File: config.mk
export PLATFORM = sky130hd
export DESIGN_NAME = inst_prefetch_queue
export DESIGN_NICKNAME = d
export VERILOG_FILES = /design/src/rtl/inst_prefetch_queue_pkg.sv /design/src/rtl/inst_prefetch_queue_mem.sv /design/src/rtl/inst_prefetch_queue.sv
export SDC_FILE = /design/constraint.sdc
export NUM_CORES = 1
export LEC_CHECK = 0
export BUFFER_PORTS_ARGS = -buffer_cell sky130_fd_sc_hd__buf_2
export CAP_MARGIN = 20
export CORE_AREA = 2 2 270 166
export DETAILED_ROUTE_END_ITERATION = 12
export DIE_AREA = 0 0 272 168
export PLACE_DENSITY_LB_ADDON = 0.1
export SYNTH_ARGS = -nofsm -noshare
export SYNTH_HDL_FRONTEND = slang
export SYNTH_SLANG_ARGS = --single-unit
File: constraint.sdc
create_clock -name clk -period 3.45 [get_ports clk]
set_clock_uncertainty 0.15 [all_clocks]
set_input_delay 0.345 -clock clk [delete_from_list [all_inputs] [get_ports clk]]
set_output_delay 0.345 -clock clk [all_outputs]
set_load 0.1 [all_outputs]
File: src/rtl/inst_prefetch_queue_pkg.sv
// Shared constants and entry layout for the instruction prefetch queue.
// Default geometry; the top module may override DEPTH and WIDTH per instance.
package inst_prefetch_queue_pkg;
  localparam int DEPTH = 4;
  localparam int WIDTH = 32;
  localparam int PTR_W = $clog2(DEPTH);

  typedef struct packed {
    logic [WIDTH-1:0] pc;
    logic [WIDTH-1:0] instruction;
  } entry_t;
endpackage

File: src/rtl/inst_prefetch_queue_mem.sv
// Entry storage: synchronous write port, asynchronous read port, no reset.
module prefetch_queue_mem #(
  parameter int DEPTH = 4,
  parameter int DW    = 64,
  parameter int AW    = $clog2(DEPTH)
) (
  input  logic          clk,
  input  logic          i_we,
  input  logic [AW-1:0] i_waddr,
  input  logic [DW-1:0] i_wdata,
  input  logic [AW-1:0] i_raddr,
  output logic [DW-1:0] o_rdata
);
  logic [DW-1:0] r_mem [DEPTH];

  always_ff @(posedge clk) begin
    if (i_we) r_mem[i_waddr] <= i_wdata;
  end

  assign o_rdata = r_mem[i_raddr];
endmodule

File: src/rtl/inst_prefetch_queue.sv
// Fetch-to-decode FIFO with freeze/mem_freeze stalls and a flush that empties it.
module inst_prefetch_queue
  import inst_prefetch_queue_pkg::*;
#(
  parameter int DEPTH = inst_prefetch_queue_pkg::DEPTH,
  parameter int WIDTH = inst_prefetch_queue_pkg::WIDTH
) (
  input  logic                       clk,
  input  logic                       rst,
  input  logic                       in_valid,
  input  logic [WIDTH-1:0]           in_pc,
  input  logic [WIDTH-1:0]           in_instruction,
  output logic                       in_ready,
  input  logic                       freeze,
  input  logic                       mem_freeze,
  input  logic                       flush,
  output logic                       out_valid,
  output logic [WIDTH-1:0]           out_pc,
  output logic [WIDTH-1:0]           out_instruction,
  output logic [$clog2(DEPTH):0]     count
);
  localparam int AW = $clog2(DEPTH);
  localparam int CW = AW + 1;
  localparam logic [CW-1:0] FULL = CW'(DEPTH);

  typedef struct packed {
    logic [WIDTH-1:0] pc;
    logic [WIDTH-1:0] instruction;
  } q_entry_t;

  logic [AW-1:0] r_wptr, r_rptr;
  logic [CW-1:0] r_count;
  logic          w_push, w_pop;
  q_entry_t      w_wdata, w_rdata;

  assign in_ready  = (r_count < FULL);
  assign out_valid = (r_count != '0);
  assign count     = r_count;

  // flush gates both sides so the offered entry is never written
  assign w_push = in_valid & in_ready & ~mem_freeze & ~flush;
  assign w_pop  = out_valid & ~freeze & ~mem_freeze & ~flush;

  assign w_wdata.pc          = in_pc;
  assign w_wdata.instruction = in_instruction;

  prefetch_queue_mem #(
    .DEPTH (DEPTH),
    .DW    (2*WIDTH),
    .AW    (AW)
  ) u_mem (
    .clk     (clk),
    .i_we    (w_push),
    .i_waddr (r_wptr),
    .i_wdata (w_wdata),
    .i_raddr (r_rptr),
    .o_rdata (w_rdata)
  );

  always_ff @(posedge clk) begin
    if (rst || flush) begin
      r_wptr  <= '0;
      r_rptr  <= '0;
      r_count <= '0;
    end else begin
      if (w_push) r_wptr <= r_wptr + 1'b1;
      if (w_pop)  r_rptr <= r_rptr + 1'b1;
      case ({w_push, w_pop})
        2'b10:   r_count <= r_count + 1'b1;
        2'b01:   r_count <= r_count - 1'b1;
        default: r_count <= r_count;
      endcase
    end
  end

  // an empty queue presents a NOP bubble rather than stale storage
  assign out_pc          = out_valid ? w_rdata.pc          : '0;
  assign out_instruction = out_valid ? w_rdata.instruction : '0;
endmodule
Word level (Yosys, flattened, before mapping) --
Memory sizes are Yosys's and may differ from the RTL's. A register that Yosys moved wholly into a read port is not among the register bits. Index checks and enable logic that the tools add are counted.
Storage, ports and cells: flip-flop bits (word level) 7, memory bits (writable) 256, input port bits 70, logic and storage cells 30, memories kept 1
Memories:
- u_mem.r_mem | depth 4, bits a word 64, read ports 1, clocked after Yosys merged registers in 1, write ports 1, RTL line inst_prefetch_queue_mem.sv:14 | logic [DW-1:0] r_mem [DEPTH];
Cells by class: add/sub/neg operators 4, $lt $le $gt $ge 1, equal/unequal tests 2, mux-type cells 7, bitwise logic cells 9, reductions and logical operators 3
Operators by type and width (number):
- $mux 32 | 2
- $and 1x1->1 | 6
- $pmux 3 s2 | 1
- $add 2x1->2 const B | 2
- $mux 2 | 2
- $add 3x1->3 const B | 1
- $lt 3x3->1 const B | 1
- $not 1->1 | 3
- $reduce_bool 3->1 | 1
- $sub 3x1->3 const B | 1
- $eq 2x1->1 const B | 1
- $eq 2x2->1 const B | 1
- $mux 1 | 2
- $reduce_bool 2->1 | 1
- $logic_or 1x1->1 | 1

Logic depth before layout (Yosys ltp) --
depth after elaboration 6, gate-level depth with buffers 8

Modules after synthesis --
From an unflattened synthesis, not the netlist that was laid out.
Unflattened totals: cells, all modules 451, area, all modules 10141.0 µm²
By module, submodules not included:
- prefetch_queue_mem | times used 1, cells an instance 338, area each 9341.5 µm², seq. area each 7687.4 µm²
- inst_prefetch_queue | times used 1, cells an instance 113, area each 799.5 µm², seq. area each 140.1 µm²

Worst setup path after synthesis --
No wires, ideal clock.
kind reg2out, start point reg r_count[2] (netlist: count[2]), end point out out_instruction[23], data arrival time 3.152 ns, data required time 2.955 ns, slack -0.197 ns, stages on the path, launching flop included 5, buffers on the path 1, cell sequence dfxtp_1 > nor3_2 > inv_1 > clkbuf_1 > and2_1
On the way: cells in the longest elaborated chain, start to end 2
RTL lines:
- from (decl) | RTL line inst_prefetch_queue.sv:32 | logic [CW-1:0] r_count;
- from (signal assigned) | RTL line inst_prefetch_queue.sv:69 | 2'b10: r_count <= r_count + 1'b1;
- from (signal assigned) | RTL line inst_prefetch_queue.sv:70 | 2'b01: r_count <= r_count - 1'b1;
- from (signal assigned) | RTL line inst_prefetch_queue.sv:71 | default: r_count <= r_count;
- $reduce_bool 3->1 | RTL line inst_prefetch_queue.sv:37 | assign out_valid = (r_count != '0);
- net out_valid | RTL line inst_prefetch_queue.sv:17 | output logic out_valid,
- $mux 32 | RTL line inst_prefetch_queue.sv:78 | assign out_instruction = out_valid ? w_rdata.instruction : '0;
- to (decl) | RTL line inst_prefetch_queue.sv:19 | output logic [WIDTH-1:0] out_instruction,
The timed path passes the listed nets, and every way through them passes these cells.

Worst setup path in the final report --
start point reg r_count[2] (netlist: count[2]), end point out out_pc[18]
On the way: cells in the longest elaborated chain, start to end 2
RTL lines:
- $reduce_bool 3->1 | RTL line inst_prefetch_queue.sv:37
- $mux 32 | RTL line inst_prefetch_queue.sv:77 | assign out_pc = out_valid ? w_rdata.pc : '0;
- to (decl) | RTL line inst_prefetch_queue.sv:18 | output logic [WIDTH-1:0] out_pc,
Every way passes these cells.

==> results.md <==
- Status: finished, final reports clean
- Area share of the leading cell type in the synthesized netlist: 0.751
- Count leader, synth: edfxtp_1
- Final ANT Viol Nets: 0
- Async SR Flop Fraction: 0
- Layout Nets: 761
- Clock Sink Count: 265
- Area Overhead vs Synth: 28.2%
- Die Wd: 272 um
- Final setup fails: 0
- DR iter-0 viols: 254
- CP max stage cell: inv_2
- CP required: 2.95 ns
- Crit path largest cell delay: 0.54 ns
- Relative slew slack: 0.520
- VDD IR max: 189 uV
- Initial Util: 0.235
- Crit. End Element: output port
- Most used DFF post-synth: edfxtp_1
- Final WL: around 23,000 um
- Startpoint types: register
- I/O pins: 139
- Number of global-route vias before repair: 5,676
- First-pass GRT wire length: roughly 35,000 um
- Synthesis Warnings: 0
- Share of cells above drive strength 1: 0.362
- Critical path class: register to output port
- CP max FO: 35
- Leak: approximately 4.4 nW
- FMAX: 0.330 GHz
- Crit path time final: 3.03 ns
- Hpwl dp: 13,800 um
- Cells after synthesis: 462
- RR Startpoint: count[2]$_SDFFE_PP0P_
- Critical Path, Cell by Cell: nor3_2, inv_2, buf_12, and2_1, buf_2
- Worst Hold Path EP: r_rptr[0]$_SDFFE_PP0P_
- Min-Delay Path Depth: 4
- Slew Viols, Final: 0
- Sequential fraction of the synthesis area: 0.768
- Top cells by count, synth: edfxtp_1 (256), and2_1 (68), mux4_2 (60)
- Placer Congestion: 0.625
- All-Layer GR Usage: 0.103
- Biggest area consumer among synthesized cells: edfxtp_1
- Worst skew pair latency: roughly 0.52 ns
- Die height: 168 um
- Tcrit/Tclk final: 0.879
- Synth area leaders: edfxtp_1 (75%), mux4_2 (13%), and2_1 (4.2%)
- # DRC: 0
- Port buffer count: 138
- EDFF count, synth: roughly 260
- Syn nets: 538
- FP Rows: 60
- Setup slack, reg-to-reg: ~1.2 ns
- Grt ovf: 0
- Initial antenna violation count: 1
- Final hold vios: 0
- Core box area: 43,600 um2
- WL/cell: around 18 um
- Root Driver: clkbuf_16
- Largest net degree at the start of global routing: 65
- Final Non-Filler Cells: about 1,300
- CTS HTree Levels: 1
- Clock buffer depth: 3
- Vias: 5,086
- Clock transition at the registers of the reported paths: 0.06 ns
- Vias per inst: between 3 and 4
- Clock buffer count from CTS: 27
- CTS tree: built
- Worst EP arrival: 2.54 ns
- Seq cells post-synth: 265
- Hold Path Class: input pin to register
- R2R depth: 3
- Hold_sp: mem_freeze
- Distinct cells, synth: 28
- Post_cts resized: 0
- Worst R2R End: u_mem.r_mem[1][2]$_DFFE_PP_
- PD cells: 502 nW/um2
- Unrepaired setup endpoints after global routing: no
- Placed Cells: between 1,000 and 1,500
- MaxCap Viol Count: 0
- DRT Pass-1 Iters: 4
- Fin Setup TNS: 0 ns
- Die Footprint: 45,700 um2
- Cell Area, Synth: approximately 10,000 um2
- Syn_area_per_cell: 22.2 um2
- Worst-margin pin slew: 0.719 ns
==> per-layer routing <==
metal,GRT usage,vias to the layer above,part of all wire
met4,0.0196,0,0.020
li1,-,2317,-
met3,0.0258,32,0.041
met5,0,-,0
met1,0.122,2647,0.42
met2,0.190,90,0.52
==> state kept, by name, summed over array words and instances (netlist names), named ones only <==
signal	count
r_rptr	2
u_mem.r_mem	256
count	3
r_wptr	2
==> power by group <==
part           internal [mW]  switching, mW  leakage [nW]
clock network           1.57           1.15         0.390
logic                  0.121          0.195          1.64
registers               3.55        0.00594          2.39
==> cell type report <==
class	count	area [um2]
diodes	1	2.50
flip-flops and latches	265	7880
multi-input cells	166	2150
clock inverters	12	114
fillers	4257	30500
clock buffers	33	698
well taps	589	737
repair buffers	216	1520
inverters	9	33.8
==> how the worst max path moves through the flow <==
stage,start,endpoint,cells past startpoint
2_1_floorplan,count[2]$_SDFFE_PP0P_,u_mem.r_mem[1][0]$_DFFE_PP_,2
3_3_place_gp,register,out_instruction[4],4
5_1_grt,count[2]$_SDFFE_PP0P_,out_pc[22],5
4_1_cts,register,out_instruction[4],4
6_report,count[2]$_SDFFE_PP0P_,out_pc[18],5
3_5_place_dp,count[2]$_SDFFE_PP0P_,out_pc[18],5
==> cell usage in the layout (no fill, tap or decap), types with 2 or more instances in the layout <==
| cell type | synthesis | routed |
|---|---|---|
| a21oi_1 | 4 | 4 |
| clkbuf_16 | 0 | 27 |
| clkinvlp_4 | 0 | 2 |
| clkbuf_1 | 7 | 6 |
| o21ai_0 | 2 | 2 |
| inv_1 | 9 | 8 |
| ha_1 | 5 | 5 |
| buf_2 | 6 | 138 |
| or3_1 | 2 | 2 |
| nor2_1 | 7 | 7 |
| dfxtp_4 | 0 | 2 |
| buf_12 | 6 | 6 |
| mux4_1 | 4 | 4 |
| dlygate4sd3_1 | 0 | 67 |
| dfxtp_1 | 9 | 7 |
| and2_1 | 68 | 64 |
| and2_4 | 0 | 4 |
| bufinv_16 | 0 | 2 |
| clkinv_2 | 0 | 3 |
| clkinv_1 | 0 | 4 |
| xor2_1 | 2 | 2 |
| edfxtp_1 | 256 | 256 |
| nor3_1 | 2 | 2 |
| mux4_2 | 60 | 60 |
| buf_4 | 0 | 5 |
==> critical path: cells and delay by family, from the launching register on <==
kind,cells,cell delay (ns)
buffers and inverters,3,1.25
flip-flops,1,0.45
AND/OR/NAND/NOR,2,0.29
==> timing repair <==
item,4_1_cts,5_1_grt
setup buffers,0,0
hold buffers,67,0
hold endpoints to repair,259,0
==> cell families after synthesis <==
kind of cell,after synthesis,share of synthesized area
fa+ha+maj,6,0.00806
buf+inv,31,0.0226
compound gates,7,0.00379
simple gates,85,0.0517
xor+xnor,3,0.00257
mux,65,0.143
flops,265,0.768
==> per-stage QoR <==
step | hold slack (ns) | power, mW | utilization | cell area, um2 | setup WS, ns
after detailed placement | 0.343 | 3.89 | 0.267 | 11600 | 0.864
after global routing | 0.0739 | 6.85 | 0.301 | 13100 | 0.213
after global placement | 0.324 | 3.88 | 0.267 | 11600 | 0.893
after floorplan | 0.294 | 3.78 | - | 10200 | 0.0841
final | 0.0706 | 6.60 | 0.301 | 13100 | 0.418
after CTS | 0.0302 | 6.72 | 0.301 | 13100 | 0.277
Power figures use the tool's default switching activity.
